## config.mk

```make
export PLATFORM = sky130hd
export DESIGN_NAME = div_sequencer
export DESIGN_NICKNAME = d
export VERILOG_FILES = /design/src/rtl/div_sequencer.sv
export SDC_FILE = /design/constraint.sdc
export NUM_CORES = 1
export LEC_CHECK = 0
export BUFFER_PORTS_ARGS = -buffer_cell sky130_fd_sc_hd__buf_2
export CELL_PAD_IN_SITES_DETAIL_PLACEMENT = 0
export CELL_PAD_IN_SITES_GLOBAL_PLACEMENT = 1
export CORE_UTILIZATION = 42
export DETAILED_ROUTE_END_ITERATION = 8
export PLACE_DENSITY = 0.79
export SLEW_MARGIN = 10
export SYNTH_ARGS = -nofsm -noshare
export SYNTH_HDL_FRONTEND = slang
export SYNTH_SLANG_ARGS = --single-unit
```

## constraint.sdc

```tcl
create_clock -name clk -period 3 [get_ports clk]
set_input_delay 0 -clock clk [delete_from_list [all_inputs] [get_ports clk]]
set_output_delay 0 -clock clk [all_outputs]
set_load 0.005 [all_outputs]
```

## src/rtl/div_sequencer.sv

```systemverilog
// Multi-cycle floating-point divide sequencer.
// NaN/Inf/zero operand combinations are resolved directly. All other
// operands go through a radix-2 restoring mantissa divide that produces one
// quotient bit per cycle, followed by a single normalisation step. A
// one-cycle done pulse marks the result.
module div_sequencer #(
    parameter int INPUT_INTERFACE_INT_OUT = 24,
    parameter int INPUT_INTERFACE_EXP_OUT = 8,
    parameter int OP_BITS = 2,
    parameter logic [OP_BITS-1:0] OP_DIV = 2'b11
) (
    input  logic                               clk,
    input  logic                               rst,
    input  logic                               start,
    input  logic [OP_BITS-1:0]                 op,
    input  logic [INPUT_INTERFACE_INT_OUT-1:0] outA,
    input  logic [INPUT_INTERFACE_INT_OUT-1:0] outB,
    input  logic [INPUT_INTERFACE_EXP_OUT-1:0] expA,
    input  logic [INPUT_INTERFACE_EXP_OUT-1:0] expB,
    input  logic                               signA,
    input  logic                               signB,
    input  logic                               infA,
    input  logic                               infB,
    input  logic                               zeroA,
    input  logic                               zeroB,
    input  logic                               nanA,
    input  logic                               nanB,
    input  logic                               normalA,
    input  logic                               normalB,
    output logic                               busy,
    output logic                               done,
    output logic [INPUT_INTERFACE_INT_OUT-1:0] result,
    output logic [INPUT_INTERFACE_EXP_OUT-1:0] exp,
    output logic                               sign,
    output logic                               flagNan,
    output logic                               flagInf,
    output logic                               flagZero
);

    localparam int W  = INPUT_INTERFACE_INT_OUT;
    localparam int E  = INPUT_INTERFACE_EXP_OUT;
    localparam int CW = $clog2(W + 1);

    typedef enum logic [2:0] {
        IDLE,
        SPECIAL,
        DIVIDE,
        NORM,
        DONE
    } state_t;

    state_t state;
    state_t state_next;

    logic [W-1:0]  b_mant;
    logic [E-1:0]  a_exp;
    logic [E-1:0]  b_exp;
    logic          sign_lat;
    logic          spec_nan;
    logic          spec_inf;
    logic          spec_zero;
    logic [W:0]    rem;
    logic [W:0]    q;
    logic [CW-1:0] cnt;

    logic          accept;
    logic          eff_zero_a;
    logic          eff_zero_b;
    logic          is_nan;
    logic          is_inf;
    logic          is_zero;
    logic          rem_ge;
    logic [W:0]    rem_sub;
    logic [E-1:0]  exp_diff;

    // A denormal operand (neither normal nor zero) is folded into zero.
    // The special-case decision is made from the live inputs on the
    // accepting cycle and then latched.
    assign accept     = (state == IDLE) && start && (op == OP_DIV);
    assign eff_zero_a = zeroA | ~normalA;
    assign eff_zero_b = zeroB | ~normalB;
    assign is_nan     = nanA | nanB | (infA & infB) | (eff_zero_a & eff_zero_b);
    assign is_inf     = ~is_nan & (infA | eff_zero_b);
    assign is_zero    = ~is_nan & ~is_inf & (eff_zero_a | infB);

    // Restoring divide step. The remainder stays below twice the divisor,
    // so W+1 bits are enough to hold it after the shift.
    assign rem_ge   = (rem >= {1'b0, b_mant});
    assign rem_sub  = rem_ge ? (rem - {1'b0, b_mant}) : rem;
    assign exp_diff = a_exp - b_exp;

    // State register.
    always_ff @(posedge clk) begin
        if (rst) begin
            state <= IDLE;
        end else begin
            state <= state_next;
        end
    end

    // Next-state selection.
    always_comb begin
        state_next = state;
        case (state)
            IDLE: begin
                if (accept) begin
                    state_next = (is_nan | is_inf | is_zero) ? SPECIAL : DIVIDE;
                end
            end
            SPECIAL: state_next = DONE;
            DIVIDE: begin
                if (cnt == CW'(W)) begin
                    state_next = NORM;
                end
            end
            NORM:    state_next = DONE;
            DONE:    state_next = IDLE;
            default: state_next = IDLE;
        endcase
    end

    // Operand capture, divide iterations and result registers.
    always_ff @(posedge clk) begin
        if (rst) begin
            busy      <= 1'b0;
            done      <= 1'b0;
            result    <= '0;
            exp       <= '0;
            sign      <= 1'b0;
            flagNan   <= 1'b0;
            flagInf   <= 1'b0;
            flagZero  <= 1'b0;
            b_mant    <= '0;
            a_exp     <= '0;
            b_exp     <= '0;
            sign_lat  <= 1'b0;
            spec_nan  <= 1'b0;
            spec_inf  <= 1'b0;
            spec_zero <= 1'b0;
            rem       <= '0;
            q         <= '0;
            cnt       <= '0;
        end else begin
            case (state)
                IDLE: begin
                    done <= 1'b0;
                    if (accept) begin
                        busy      <= 1'b1;
                        b_mant    <= outB;
                        a_exp     <= expA;
                        b_exp     <= expB;
                        sign_lat  <= signA ^ signB;
                        spec_nan  <= is_nan;
                        spec_inf  <= is_inf;
                        spec_zero <= is_zero;
                        rem       <= {1'b0, outA};
                        q         <= '0;
                        cnt       <= '0;
                    end else begin
                        busy <= 1'b0;
                    end
                end
                SPECIAL: begin
                    sign     <= sign_lat;
                    flagNan  <= spec_nan;
                    flagInf  <= spec_inf;
                    flagZero <= spec_zero;
                    if (spec_nan) begin
                        result <= {1'b1, {(W-1){1'b0}}};
                        exp    <= '1;
                    end else if (spec_inf) begin
                        result <= '0;
                        exp    <= '1;
                    end else begin
                        result <= '0;
                        exp    <= '0;
                    end
                end
                DIVIDE: begin
                    rem <= {rem_sub[W-1:0], 1'b0};
                    q   <= {q[W-1:0], rem_ge};
                    cnt <= cnt + 1'b1;
                end
                NORM: begin
                    sign     <= sign_lat;
                    flagNan  <= 1'b0;
                    flagInf  <= 1'b0;
                    flagZero <= 1'b0;
                    if (q[W]) begin
                        result <= q[W:1];
                        exp    <= exp_diff;
                    end else begin
                        result <= q[W-1:0];
                        exp    <= exp_diff - E'(1);
                    end
                end
                DONE: begin
                    done <= 1'b1;
                end
                default: begin
                    done <= 1'b0;
                end
            endcase
        end
    end

endmodule

```

==> flow_summary.yaml, run 1 <==
grt:
  grt_pass1_wl_mm: 33.24
  antenna_found_initial: 2
  grt_use_total_pct: 22.14
  grt_pass1_vias: 6844
  grt_max_degree: 71
  grt-ovfl-total: 0
floorplanning:
  io_pins: 117
  initial_core_util_pct: 42.78
  num_rows: 49
  die-area_um2: 18840
  coreArea_um2: 17960
  fp.dieH_um: 137.3
  die_w_um: 137.3
synthesis:
  synthMuxAreaShare_pct: 6.138
  syn_nets: 1095
  synth_top_area_share_pct: 36.47
  synth_top_family_by_area: "compound AO/OA/AOI/OAI gates"
  syn_area_per_cell_um2: 7.842
  yosys.area.top_type: "dfxtp_1"
  synthArstFlopShare_pct: 0
  synth_ff_type: "dfxtp_1"
  synth_fa_ha_area_share_pct: 6.057
  synth-edff-count: 0
  synth_cells: 980
  synthSimpleGateAreaFrac_pct: 21.34
  synth-xor-area-share_pct: 2.393
  synthTopCellsByArea: "dfxtp_1 36%, nand2_1 9.0%, a21oi_1 7.7%"
  synth_warnings: 0
  ys_seq_area_share_pct: 36.47
  synth_area_um2: 7685
  synth_cell_types: 67
  ys_ff_latch: 140
  synth-compound-area-share_pct: 21.52
clock_network:
  htree_levels: 4
  root_buffer: "clkbuf_16"
  insertion_delay_ns: 0.43
  cts_tree: "done"
  clock_path_buffers: 2
  cts.sinks: 140
  clk_pin_slew_worst_paths_ns: 0.06
  cts_buffers: 17
place:
  placed_area_um2: 8547
  hpwl_mm: 13.27
  gp_congestion: 0.8203
  numPortBuffers: 116
  dp_cells: 1284
setup_path:
  regToRegSetupSlack_ns: 0.25
  cpMostUsedCell: "inv_1"
  crit_type: "reg2reg"
  r2r_end: "rem[19]"
  crit_chain: "inv_1, ha_1, inv_1, fa_1, a21oi_1, o22ai_1, o2111ai_2, a31oi_1, a21oi_2, buf_4, mux2i_1, o211ai_1, o311a_1"
  cp_slowest_cell: "fa_1"
  path_max_fanout: 5
  cp_top_family: "compound AO/OA/AOI/OAI gates"
  worstSetupStartpointType: "flip-flop"
  required_ns: 3.31
  max_stage_delay_ns: 0.40
  r2r-start: "rem[0]"
  crit_buf_inv: 3
  cp-end-kind: "flip-flop"
  crit_arrival_ns: 3.06
  rr_worst_depth: 13
job:
  maxCapViolCount: 0
drt:
  first_iter_violations: 399
  routed_wirelength_mm: 19.77
  ant_nets: 0
  via_count: 7233
  firstDrtPassIters: 4
  detail_route.wl_per_cell_um: 14.23
  vias_per_cell: 5.207
  drcViolationCount: 0
sta:
  final.setup.tns_ns: 0
  period_minus_slack_ns: 2.752
  timing.slew.headroom_pct: 44.93
  rsz0062_at_grt: "no"
  clock_skew_ns: 0.01136
  slew_viol_final: 0
  hold_violations: 0
  worst_pin_slew_ns: 0.8261
  finalCritPeriodShare_pct: 91.74
  timing.fmax_mhz: 363.4
  setup_viol: 0
final_layout:
  multi_input_area_um2: 4438
  nFillCells: 1709
  nets: 1260
  drive_gt1_share_pct: 20.64
  stdcell_area_um2: 9846
  syn2layout_area_growth_pct: 28.12
  final_cell_mix: "183 x nand2_1, 140 x dfxtp_1, 118 x a21oi_1"
  layout_commonest_cell: "nand2_1"
  seq_area_um2: 2803
  fin_cells: 1389
  final_core_util_pct: 54.81
power_and_ir_drop:
  leakage_nw: 3.977
  ir_drop_v: 0.0004583
  power_density_nw_per_um2: 509.1
  fin_total_pwr_mw: 5.013
hold_path:
  hp-class: "in2reg"
  worstHoldStart: "zeroA"
  min_path_cells: 6
  min_to: "state[1]"
status:
  status: "complete, no violations"
-- how the worst max path moves through the flow --
stage / startpoint / to / slack [ns] / cells past startpoint
floorplan: rem[0] / rem[19] / 0.47 / 12
finish: rem[0] / rem[19] / 0.25 / 13
global route: a_exp[0] / exp[7] / 0.003 / 11
CTS: rem[0] / rem[19] / 0.07 / 12
global placement: rem[0] / rem[17] / 0.19 / 12
detailed placement: rem[0] / rem[19] / 0.12 / 12
-- repair_timing --
item	CTS	global route
endpoints found under the setup margin	0	4
resized for setup	0	1
hold endpoints to repair	67	0
buffers inserted	0	1
hold buffers	70	0
-- registers in the layout, indices dropped and copies added, names as in the netlist, 3 cells and up --
| name | flops |
|---|---|
| rem | 25 |
| q | 25 |
| a_exp | 8 |
| result | 24 |
| b_exp | 8 |
| exp | 8 |
| state | 3 |
| cnt | 5 |
| b_mant | 24 |
-- synth_stat cells, types with 17 or more instances --
library cell	instances
clkbuf_1	48
nand3_1	34
inv_1	48
dfxtp_1	140
mux2i_1	19
a22oi_1	24
a21oi_1	118
a31o_2	17
o21ai_0	17
ha_1	34
mux2_2	25
nand2_1	185
nor2_1	79
-- kinds of logic after synthesis --
group,after synthesis
xor gates and xnor gates,21
muxes,44
DFF,140
adders and majority gates,36
and+or+nand+nor,371
AOI/OAI and AO/OA,254
buffers and inverters,114
-- routing by layer --
| metal | vias to the layer above | global-route usage (%) | wire (um) |
|---|---|---|---|
| li1 | 3756 | - | - |
| met1 | 3363 | 29.24 | 9618 |
| met2 | 97 | 36.64 | 9329 |
| met3 | 17 | 4.489 | 597 |
| met4 | 0 | 5.678 | 227 |
| met5 | - | 0 | 0 |
-- metrics by stage --
step | hold WS, ns | setup WS (ns)
after global placement | 0.2409 | 0.1890
final | 0.05368 | 0.2479
after CTS | 0.02771 | 0.06725
after floorplan | 0.1360 | 0.4723
after detailed placement | 0.2459 | 0.1230
after global routing | 0.06127 | 0.003201
-- final cells by class --
class	instances	share of cell area (%)
repair buffers	212	15.78
inverters	48	1.830
diodes	2	0.05083
multi-input cells	726	45.08
flip-flops and latches	140	28.47
well taps	229	2.910
clock buffers	17	4.321
clock inverters	15	1.563
-- report_power, final --
| group | switching [mW] | internal, mW | total, mW |
|---|---|---|---|
| clock network | 0.914 | 1.17 | 2.09 |
| logic | 0.523 | 0.488 | 1.01 |
| registers | 0.0225 | 1.89 | 1.91 |
-- worst reg2reg max path, stage by stage (launching register included) --
cell	delay, ns
dfxtp_1	0.31
inv_1	0.07
ha_1	0.17
inv_1	0.06
fa_1	0.40
a21oi_1	0.21
o22ai_1	0.19
o2111ai_2	0.30
a31oi_1	0.19
a21oi_2	0.15
buf_4	0.17
mux2i_1	0.19
o211ai_1	0.11
o311a_1	0.13
Note: power is estimated with default switching activity, not from simulation.
==> inputs of run 2 (changes only) <==
Settings changed: CORE_UTILIZATION 42 to 46, PLACE_DENSITY 0.79 to 0.85.
Clock period 3 ns to 3.5 ns, I/O delays scaled along.
==> flow_summary.yaml, run 2 (synthesized netlist as in run 1, its figures left out) <==
status:
  status: "complete, no violations"
floorplanning:
  io_pins: 117
  die-area_um2: 17230
  num_rows: 46
  initial_core_util_pct: 47.69
  coreArea_um2: 16120
  fp.dieH_um: 131.3
  die_w_um: 131.3
sta:
  setup_viol: 0
  rsz0062_at_grt: "no"
  timing.slew.headroom_pct: 47.46
  hold_violations: 0
  worst_pin_slew_ns: 0.7880
  final.setup.tns_ns: 0
  finalCritPeriodShare_pct: 86.27
  clock_skew_ns: 0.01071
  timing.fmax_mhz: 331.2
  fin_ws_ns: 0.4805
  period_minus_slack_ns: 3.020
  slew_viol_final: 0
clock_network:
  cts_tree: "done"
  cts_buffers: 17
  htree_levels: 4
  root_buffer: "clkbuf_16"
  clk_pin_slew_worst_paths_ns: 0.06
  cts_setup_buffers: 0
  insertion_delay_ns: 0.42
  clock_path_buffers: 2
  cts.sinks: 140
drt:
  firstDrtPassIters: 4
  ant_nets: 0
  routed_wirelength_mm: 18.94
  vias_per_cell: 5.305
  detail_route.wl_per_cell_um: 13.94
  first_iter_violations: 401
  via_count: 7209
  drcViolationCount: 0
grt:
  grt_pass1_vias: 6807
  grt_pass1_wl_mm: 32.26
  grt_max_degree: 74
  antenna_found_initial: 0
  grt_use_total_pct: 22.53
  grt-ovfl-total: 0
place:
  pre_cts_slack_ns: 0.4935
  numPortBuffers: 116
  hpwl_mm: 12.49
  gp_congestion: 0.8297
power_and_ir_drop:
  power_density_nw_per_um2: 432.8
  fin_total_pwr_mw: 4.178
  leakage_nw: 3.882
  ir_drop_v: 0.0003476
setup_path:
  rr_worst_depth: 11
  path_max_fanout: 12
  worstSetupStartpointType: "flip-flop"
  cp-end-kind: "flip-flop"
  crit_arrival_ns: 3.32
  r2r-start: "b_mant[18]"
  r2r_end: "rem[3]"
  regToRegSetupSlack_ns: 0.48
  required_ns: 3.80
  crit_type: "reg2reg"
hold_path:
  worstHoldStart: "zeroB"
  hp-class: "in2reg"
  min_to: "spec_inf"
  min_path_cells: 4
final_layout:
  syn2layout_area_growth_pct: 25.61
  drive_gt1_share_pct: 19.69
  antenna_cells: 0
  final_core_util_pct: 59.90
  reg.largest.list: "q (25), rem (25)"
  final_cell_mix: "183 x nand2_1, 140 x dfxtp_1, 118 x a21oi_1"
  nets: 1245
  nFillCells: 1521
  layout_commonest_cell: "nand2_1"
job:
  maxCapViolCount: 0
-- run 2: cell count changes in the layout (fill, tap and decap cells not counted), sizes merged --
cell and delta:
clkinv -1, buf -12, inv -3, diode -2, clkbuf +3, dlygate4sd3 -3, bufinv -1, clkinvlp +2
-- run 2: through the flow --
step | hold slack (ns) | std cells | area, um2
after floorplan | 0.1360 | 980 | 7685
after global placement | 0.2400 | 1260 | 8423
after detailed placement | 0.2450 | 1260 | 8423
after CTS | 0.009061 | 1359 | 9653
after global routing | 0.02072 | 1359 | 9653
final | 0.02789 | 1359 | 9653
-- run 2: repair_timing --
| action | 4_1_cts | 5_1_grt |
|---|---|---|
| hold endpoints to repair | 65 | 0 |
| resized for setup | 0 | 0 |
| hold buffers | 67 | 0 |
-- run 2: worst max path at each step --
stage	from	to	slack (ns)	cells after the start
2_1_floorplan	rem[0]	rem[19]	0.97	12
3_3_place_gp	b_mant[19]	rem[7]	0.64	11
3_5_place_dp	b_mant[18]	rem[3]	0.49	11
4_1_cts	b_mant[18]	rem[3]	0.49	11
5_1_grt	b_mant[19]	rem[7]	0.25	11
6_report	b_mant[18]	rem[3]	0.48	11
-- run 2: cell type report --
type                            count  area (um2)  area share [%]
Multi-Input combinational cell    726        4432           45.91
Timing Repair Buffer              197        1409           14.59
Tap cell                          216       270.3           2.800
Clock inverter                     12       102.6           1.063
Inverter                           48       180.2           1.866
Clock buffer                       20       456.7           4.731
Sequential cell                   140        2803           29.03
-- run 2: where the power goes --
part	internal [mW]	switching (mW)
logic	0.393	0.446
registers	1.62	0.0189
clock network	0.961	0.738
-- run 2: routing by layer --
metal  global-route usage, %  share of wire (%)
met1                   29.30                 48
met2                   37.77                 46
met3                   3.704                3.7
met4                   7.558                1.5
met5                       0                  0
-- run 2: worst max-delay path: stages (launching register included) --
cell and delay, ns:
dfxtp_1 0.33, inv_1 0.05, ha_1 0.46, nand3_1 0.24, nor2_1 0.25, and4_1 0.24
o21bai_1 0.08, a21oi_2 0.19, a21o_1 0.53, buf_12 0.24, mux2i_1 0.20, a21oi_1 0.08
